==> src/rtl/stopwatch_ctrl.sv <==
// rtl/stopwatch_ctrl.sv - stopwatch run/pause/clear controller with ASCII HH:MM:SS:CC outputs
module stopwatch_ctrl #(
    parameter int TICK_DIV = 10000,
    parameter int DIV_W    = 14
) (
    input  logic       clk,
    input  logic       rst,
    input  logic       btn_start_stop,
    input  logic       btn_clear,
    output logic       run,
    output logic       tick,
    output logic [7:0] cnt_1,
    output logic [7:0] cnt_10,
    output logic [7:0] sec_1,
    output logic [7:0] sec_10,
    output logic [7:0] min_1,
    output logic [7:0] min_10,
    output logic [7:0] hour_1,
    output logic [7:0] hour_10
);
    typedef enum logic [1:0] {IDLE = 2'd0, RUN = 2'd1, PAUSE = 2'd2} state_t;

    localparam logic [DIV_W-1:0] LAST = DIV_W'(TICK_DIV - 1);

    state_t           state, state_next;
    logic [2:0]       ss_sync, clr_sync;
    logic             ev_ss, ev_clr;
    logic [DIV_W-1:0] presc;
    logic [31:0]      bcd, bcd_inc;
    logic             carry;

    // [0],[1] synchronize; [2] holds the previous synchronized sample for edge detection
    always_ff @(posedge clk or negedge rst) begin
        if (!rst) begin
            ss_sync  <= '0;
            clr_sync <= '0;
        end else begin
            ss_sync  <= {ss_sync[1:0], btn_start_stop};
            clr_sync <= {clr_sync[1:0], btn_clear};
        end
    end

    assign ev_ss  = ss_sync[1] & ~ss_sync[2];
    assign ev_clr = clr_sync[1] & ~clr_sync[2];

    always_comb begin
        state_next = state;
        case (state)
            IDLE:    if (ev_ss) state_next = RUN;
            RUN:     if (ev_ss) state_next = PAUSE;
            PAUSE: begin
                if (ev_clr)     state_next = IDLE;
                else if (ev_ss) state_next = RUN;
            end
            default: state_next = IDLE;
        endcase
    end

    always_ff @(posedge clk or negedge rst) begin
        if (!rst) begin
            state <= IDLE;
            run   <= 1'b0;
        end else begin
            state <= state_next;
            run   <= (state_next == RUN);
        end
    end

    always_ff @(posedge clk or negedge rst) begin
        if (!rst) begin
            presc <= '0;
            tick  <= 1'b0;
        end else begin
            tick <= (state == RUN) && (presc == LAST);
            if (state_next == IDLE)
                presc <= '0;
            else if (state == RUN)
                presc <= (presc == LAST) ? '0 : presc + 1'b1;
        end
    end

    // Nibbles from LSB: cc1, cc10, ss1, ss10, mm1, mm10, hh1, hh10; full ripple in one cycle
    always_comb begin
        bcd_inc = bcd;
        carry   = 1'b1;
        for (int i = 0; i < 6; i++) begin
            if (carry) begin
                if (bcd[4*i +: 4] == ((i == 3 || i == 5) ? 4'd5 : 4'd9)) begin
                    bcd_inc[4*i +: 4] = 4'd0;
                end else begin
                    bcd_inc[4*i +: 4] = bcd[4*i +: 4] + 4'd1;
                    carry             = 1'b0;
                end
            end
        end
        if (carry) begin
            if (bcd[31:24] == 8'h23) begin
                bcd_inc[31:24] = 8'h00;
            end else if (bcd[27:24] == 4'd9) begin
                bcd_inc[27:24] = 4'd0;
                bcd_inc[31:28] = bcd[31:28] + 4'd1;
            end else begin
                bcd_inc[27:24] = bcd[27:24] + 4'd1;
            end
        end
    end

    always_ff @(posedge clk or negedge rst) begin
        if (!rst)
            bcd <= '0;
        else if (state_next == IDLE)
            bcd <= '0;
        else if (tick)
            bcd <= bcd_inc;
    end

    assign cnt_1   = {4'h3, bcd[3:0]};
    assign cnt_10  = {4'h3, bcd[7:4]};
    assign sec_1   = {4'h3, bcd[11:8]};
    assign sec_10  = {4'h3, bcd[15:12]};
    assign min_1   = {4'h3, bcd[19:16]};
    assign min_10  = {4'h3, bcd[23:20]};
    assign hour_1  = {4'h3, bcd[27:24]};
    assign hour_10 = {4'h3, bcd[31:28]};
endmodule

==> config.mk <==
export PLATFORM = sky130hd
export DESIGN_NAME = stopwatch_ctrl
export DESIGN_NICKNAME = d
export VERILOG_FILES = /design/src/rtl/stopwatch_ctrl.sv
export SDC_FILE = /design/constraint.sdc
export NUM_CORES = 1
export LEC_CHECK = 0
export ABC_AREA = 1
export CAP_MARGIN = 20
export CORE_UTILIZATION = 40
export CTS_CLUSTER_SIZE = 20
export DETAILED_ROUTE_END_ITERATION = 10
export SETUP_SLACK_MARGIN = 0.3
export SLEW_MARGIN = 15
export SYNTH_ARGS = -nofsm -noshare
export SYNTH_HDL_FRONTEND = slang
export SYNTH_SLANG_ARGS = --single-unit
==> constraint.sdc <==
create_clock -name clk -period 1.9 [get_ports clk]
set_input_delay 0.38 -clock clk [delete_from_list [all_inputs] [get_ports clk]]
set_output_delay 0.38 -clock clk [all_outputs]
set_load 0.02 [all_outputs]
* Word level (Yosys, flattened, before mapping)
Cells that the tools add are included.
** Cells by class
- Reductions and logical operators :: 19
- Bitwise operators :: 4
- Add/subtract/negate cells :: 9
- Multiplexer cells :: 35
- Eq/ne operators :: 12
** Operator list (number)
- $mux W32 :: 2
- $mux W4 :: 13
- $mux W14 :: 3
- $add A4 B1 Y4 const B :: 8
- $eq A4 B4 Y1 const B :: 5
- $mux W8 :: 2
- $reduce_bool A2 Y1 :: 8
- $add A14 B1 Y14 const B :: 1
- $eq A14 B14 Y1 const B :: 1
- $reduce_and A2 Y1 :: 6
- $mux W1 :: 11
- $eq A4 B3 Y1 const B :: 2
- $eq A8 B6 Y1 const B :: 1
- $mux W2 :: 3
- $pmux W2 S3 :: 1
- $eq A2 B1 Y1 const B :: 2
- $logic_not A2 Y1 :: 2
- $reduce_and A3 Y1 :: 1
- $reduce_bool A3 Y1 :: 1
- $and A1 B1 Y1 :: 2
- $eq A2 B2 Y1 const B :: 1
- $not A1 Y1 :: 2
- $logic_and A1 B1 Y1 :: 1
** Storage, ports and cells
- Bits in registers :: 56
- Word-level logic and storage cells :: 93
- Bits of input ports :: 4

* Longest topological paths before layout
Gate-level depths: netlist of the first run.
- Word-level depth :: 10
- Gate-level depth with buffers :: 11

* Least setup slack after synthesis of the first run
No wires, ideal clock.
- Kind :: reg2reg
- Start :: register bcd[5]
- End :: register bcd[28]
- Buffers on the path :: 0
- Data arrival time :: 1.593 ns
- Period minus slack after synthesis :: 1.711 ns
- Setup time :: 0.118 ns
- Cell stages (with the launch flop) :: 12
- Setup slack :: 0.189 ns
- Path through :: dfrtp_1 -> inv_1 -> ha_1 -> nand2_1 -> nor2_2 -> nand2_1 -> nor2_4 -> nand3_4 -> nand2_4 -> nand3_2 -> nand2_1 -> nand2_1
** On the way
- Cells in the longest elaborated chain, start to end :: 9
** Ends and longest elaborated chain
- start: declaration :: line 29 : logic [31:0] bcd, bcd_inc;
- start signal: assignment :: line 114 : bcd <= bcd_inc;
- $eq A4 B4 Y1 :: line 88 : if (bcd[4*i +: 4] == ((i == 3 || i == 5) ? 4'd5 : 4'd9)) begin
- $mux W1 :: line 88
- $mux W1 (5 in a row) :: line 87 : if (carry) begin
- $reduce_bool A2 Y1 (no source line)
- $reduce_and A3 Y1 (no source line)
Every way passes these cells.
A chain may end at the register's enable or synchronous reset.

* Final worst setup path of the first run
- Start :: register state[0]
- End :: register bcd[31]
** On the way
- Cells in the longest elaborated chain, start to end :: 6
** Ends and longest elaborated chain
- start: declaration :: line 25 : state_t state, state_next;
- start signal: assignment :: line 64 : state <= state_next;
- $mux W2 :: line 49, 53
- $mux W2 :: line 52 : if (ev_clr) state_next = IDLE;
- $pmux W2 S3 (*) :: line 48 : case (state)
- $logic_not A2 Y1 (*) :: line 111 : else if (state_next == IDLE)
- $reduce_bool A3 Y1 (no source line) / $reduce_bool A2 Y1 (equally long branches)
- $reduce_and A3 Y1 (no source line)
Every way passes the cells marked *; elsewhere a longest branch is shown, timed or not.

==> results.md, run 1 <==
* Status: finished clean
* FF+latch count, synth at 56
* Post-layout net count at 498
* Via/cell ratio at 4.859
* CP arrival at 1830 ps
* Die span in y at 94.33 um
* Post-layout util at 0.5126
* RSZ-0062 raised after global routing: yes
* Pwr dens at 930.9 nW/um2
* Clock-pin slew on the worst setup and hold paths at 100 ps
* Vias in the first global route at 2587
* Worst setup margin at 271.5 ps
* Final Max Tran Viols at 0
* Overall power at 0.003920 W
* Setup tns final at 0 ps
* Port bufs at 37
* Overflow after GRT at 0
* Synthesized area per cell at 8.118 um2
* Netlist Area Pre-Place at around 3400 um2
* GPL Wtd Cong at 0.8550
* Setup crit end kind: register
* Max Clk Rate at between 600 and 700 MHz
* Post-DRT Antenna Nets at 0
* Later-pin clock latency in the skew report at 310 ps
* Die Span X at 94.33 um
* Overall global routing resource usage at 0.1688
* CP required at between 2000 and 2500 ps
* Clk sink count at 56
* Largest net degree at the start of global routing at 31
* Mapped Cells at 420
* Post-detail-place hpwl at 4779 um
* GR Util met1 at 0.2171
* Hold Crit Start: ss_sync[0]
* Antenna cells at 0
* Via count at 2833
* Period utilization at 0.8571
* H-Tree Depth at 2
* Yosys top cell area share at 0.4110
* CTS Buf Count at 5
* CP max FO at 10
* Reg-to-Reg End: bcd[31]
* Post-DP Area at 3816 um2
* Core Footprint at about 8200 um2
* Worst hold path depth at 0
* Sequential fraction of the synthesis area at 0.4110
* CTS tree: built
* M3 GR Usage at 0.02994
* Clk root buf: clkbuf_8
* Area Growth Syn to Fin at 23.52%
* Post-layout min period at 1629 ps
* Global-route wire length before repair at around 12000 um
* DR pass1 iterations at 4
* Post-synthesis cell type count at 31
* Hold Path End: ss_sync[1]
* Post-route cell area at 4212 um2
* Ranking of synthesized cells by area: dfrtp_1 (41%), nand2_1 (9.7%), buf_4 (7.7%), ha_1 (6.2%), inv_1 (5.2%)
* Share of cells above drive strength 1 at 0.1757
* Initial antenna violation count at 0
* # IOs at 70
* Lkg Pwr at between 2 and 2.5 nW
* Starting DRT DRC Count at 114
* Place WS at 113.5 ps
* GR peak layer: met2
* Fin. Hold Viols at 0
* CTS Buffer Depth at 2
* Rows at 33
* Reg2Reg Setup Slack at 270 ps
* Clock Skew at 12.28 ps
* Reg2reg path depth at 9
* Die ar. at between 8000 and 9000 um2
* Post-synth top area cell: dfrtp_1
* Crit path launch type: register
* Met2 global-route usage at 0.2941
* Starting Density at 0.4150
* Routed WL at between 7000 and 8000 um
* Final Setup Violations at 0
* Synth warn at 0
* Max-capacitance violation count at 0
* Wirelength per Cell at 12.05 um
* Drt drc at 0
* Crit path kind: reg -> reg
* Reg-to-Reg Start: state[0]
* Peak VDD IR at 0.3876 mV
* HP Class: reg -> reg
[layout make-up]
cell class / instances / area (um2)
Inverter: 49 / 188.9
Timing Repair Buffer: 56 / 539.3
Clock inverter: 2 / 38.79
Sequential cell: 56 / 1409
Fill cell: 807 / 4005
Multi-Input combinational cell: 309 / 1832
Tap cell: 105 / 131.4
Clock buffer: 6 / 72.57
[cells by family after synthesis]
| family | synth area share |
|---|---|
| and+or+nand+nor | 0.2675 |
| buffers and inverters | 0.1376 |
| xor gates and xnor gates | 0.03853 |
| muxes | 0.002936 |
| DFF | 0.4110 |
| adders and majority gates | 0.06238 |
| other | 0.002203 |
| AOI/OAI and AO/OA | 0.07780 |
[cells in the final DEF (no fill, tap or decap), drive strengths merged, types with 6 or more instances in the layout]
cell / count
dfrtp: 56
conb: 32
nor3: 6
dlygate4sd2: 34
nand4: 17
xor2: 11
ha: 17
clkbuf: 7
o21ai: 28
buf: 17
nand2: 91
o22ai: 8
a21oi: 8
nand3: 38
nor2: 40
inv: 50
[registers in the layout, indices dropped and copies added, names as in the netlist]
signal	cells
tick	1
state	2
presc	14
ss_sync	3
bcd	32
clr_sync	3
run	1
[per-layer routing]
metal / vias up / wire length [um]
li1: 1418 / -
met1: 1348 / 3154
met2: 61 / 3540
met3: 6 / 272
met4: 0 / 57
met5: - / 0
[how the worst max path moves through the flow]
| stage | startpoint | endpoint | slack, ps | cells past startpoint |
|---|---|---|---|---|
| final | state[0] | bcd[31] | 270 | 9 |
| after global routing | ss_sync[2] | bcd[31] | 130 | 11 |
| after CTS | bcd[5] | bcd[31] | 220 | 10 |
| after detailed placement | bcd[5] | bcd[31] | 110 | 11 |
| after global placement | bcd[5] | bcd[30] | 170 | 11 |
| after floorplan | bcd[5] | bcd[28] | 220 | 11 |
[cells in the mapped netlist]
cell type and instances:
nor3_1 6, or2_2 4, o21ai_1 2, o21ai_2 1
nand3b_1 1, a31oi_1 2, o22ai_1 8, inv_1 47
nand3_1 35, xor2_1 11, buf_6 2, o21ai_0 24
conb_1 2, nand4_1 16, nor2_2 2, buf_4 35
nand3_4 1, nor2_4 1, nand3_2 2, nand2_4 2
nor2_1 37, xnor2_1 4, a21oi_1 8, nand4_4 1
o31ai_1 1, mux2i_1 1, nand2_1 88, o21ai_4 1
ha_1 17, dfrtp_1 56, inv_2 2
[where the power goes]
part	switching, W	total (W)	internal (W)
Combinational	0.00103	0.00166	0.000632
Clock	0.000391	0.000790	0.000399
Sequential	0.000149	0.00147	0.00132
Total	0.00157	0.00392	0.00235
[worst max-delay path: stages, from the launching register on]
cell and delay [ps]:
dfrtp_1 430, nand2_2 140, nor2_2 60, nor2_2 160, nand2_4 110, buf_12 170, nand2_1 210, nand3_4 120
nand2_1 70, nand2_1 50
[through the flow]
step	hold WS (ps)	instances
after floorplan	84.41	450
after global placement	322.5	559
after detailed placement	324.9	559
after CTS	363.0	578
after global routing	379.5	583
final	358.6	583
[what timing repair did]
| item | 4_1_cts | 5_1_grt |
|---|---|---|
| buffers inserted | 8 | 4 |
| pin swaps | 17 | 9 |
| cloned | 2 | 1 |
| resized for setup | 44 | 42 |
| endpoints found under the hold margin | 13 | 0 |
| endpoints found under the setup margin | 61 | 46 |
| hold buffers | 1 | 0 |
Power figures use the tool's default switching activity.
==> inputs of run 2 (changes only) <==
- GPL_TIMING_DRIVEN: default -> 1
==> results of run 2 <==
The final DEF is identical to that of run 1; final timing and power are the same.
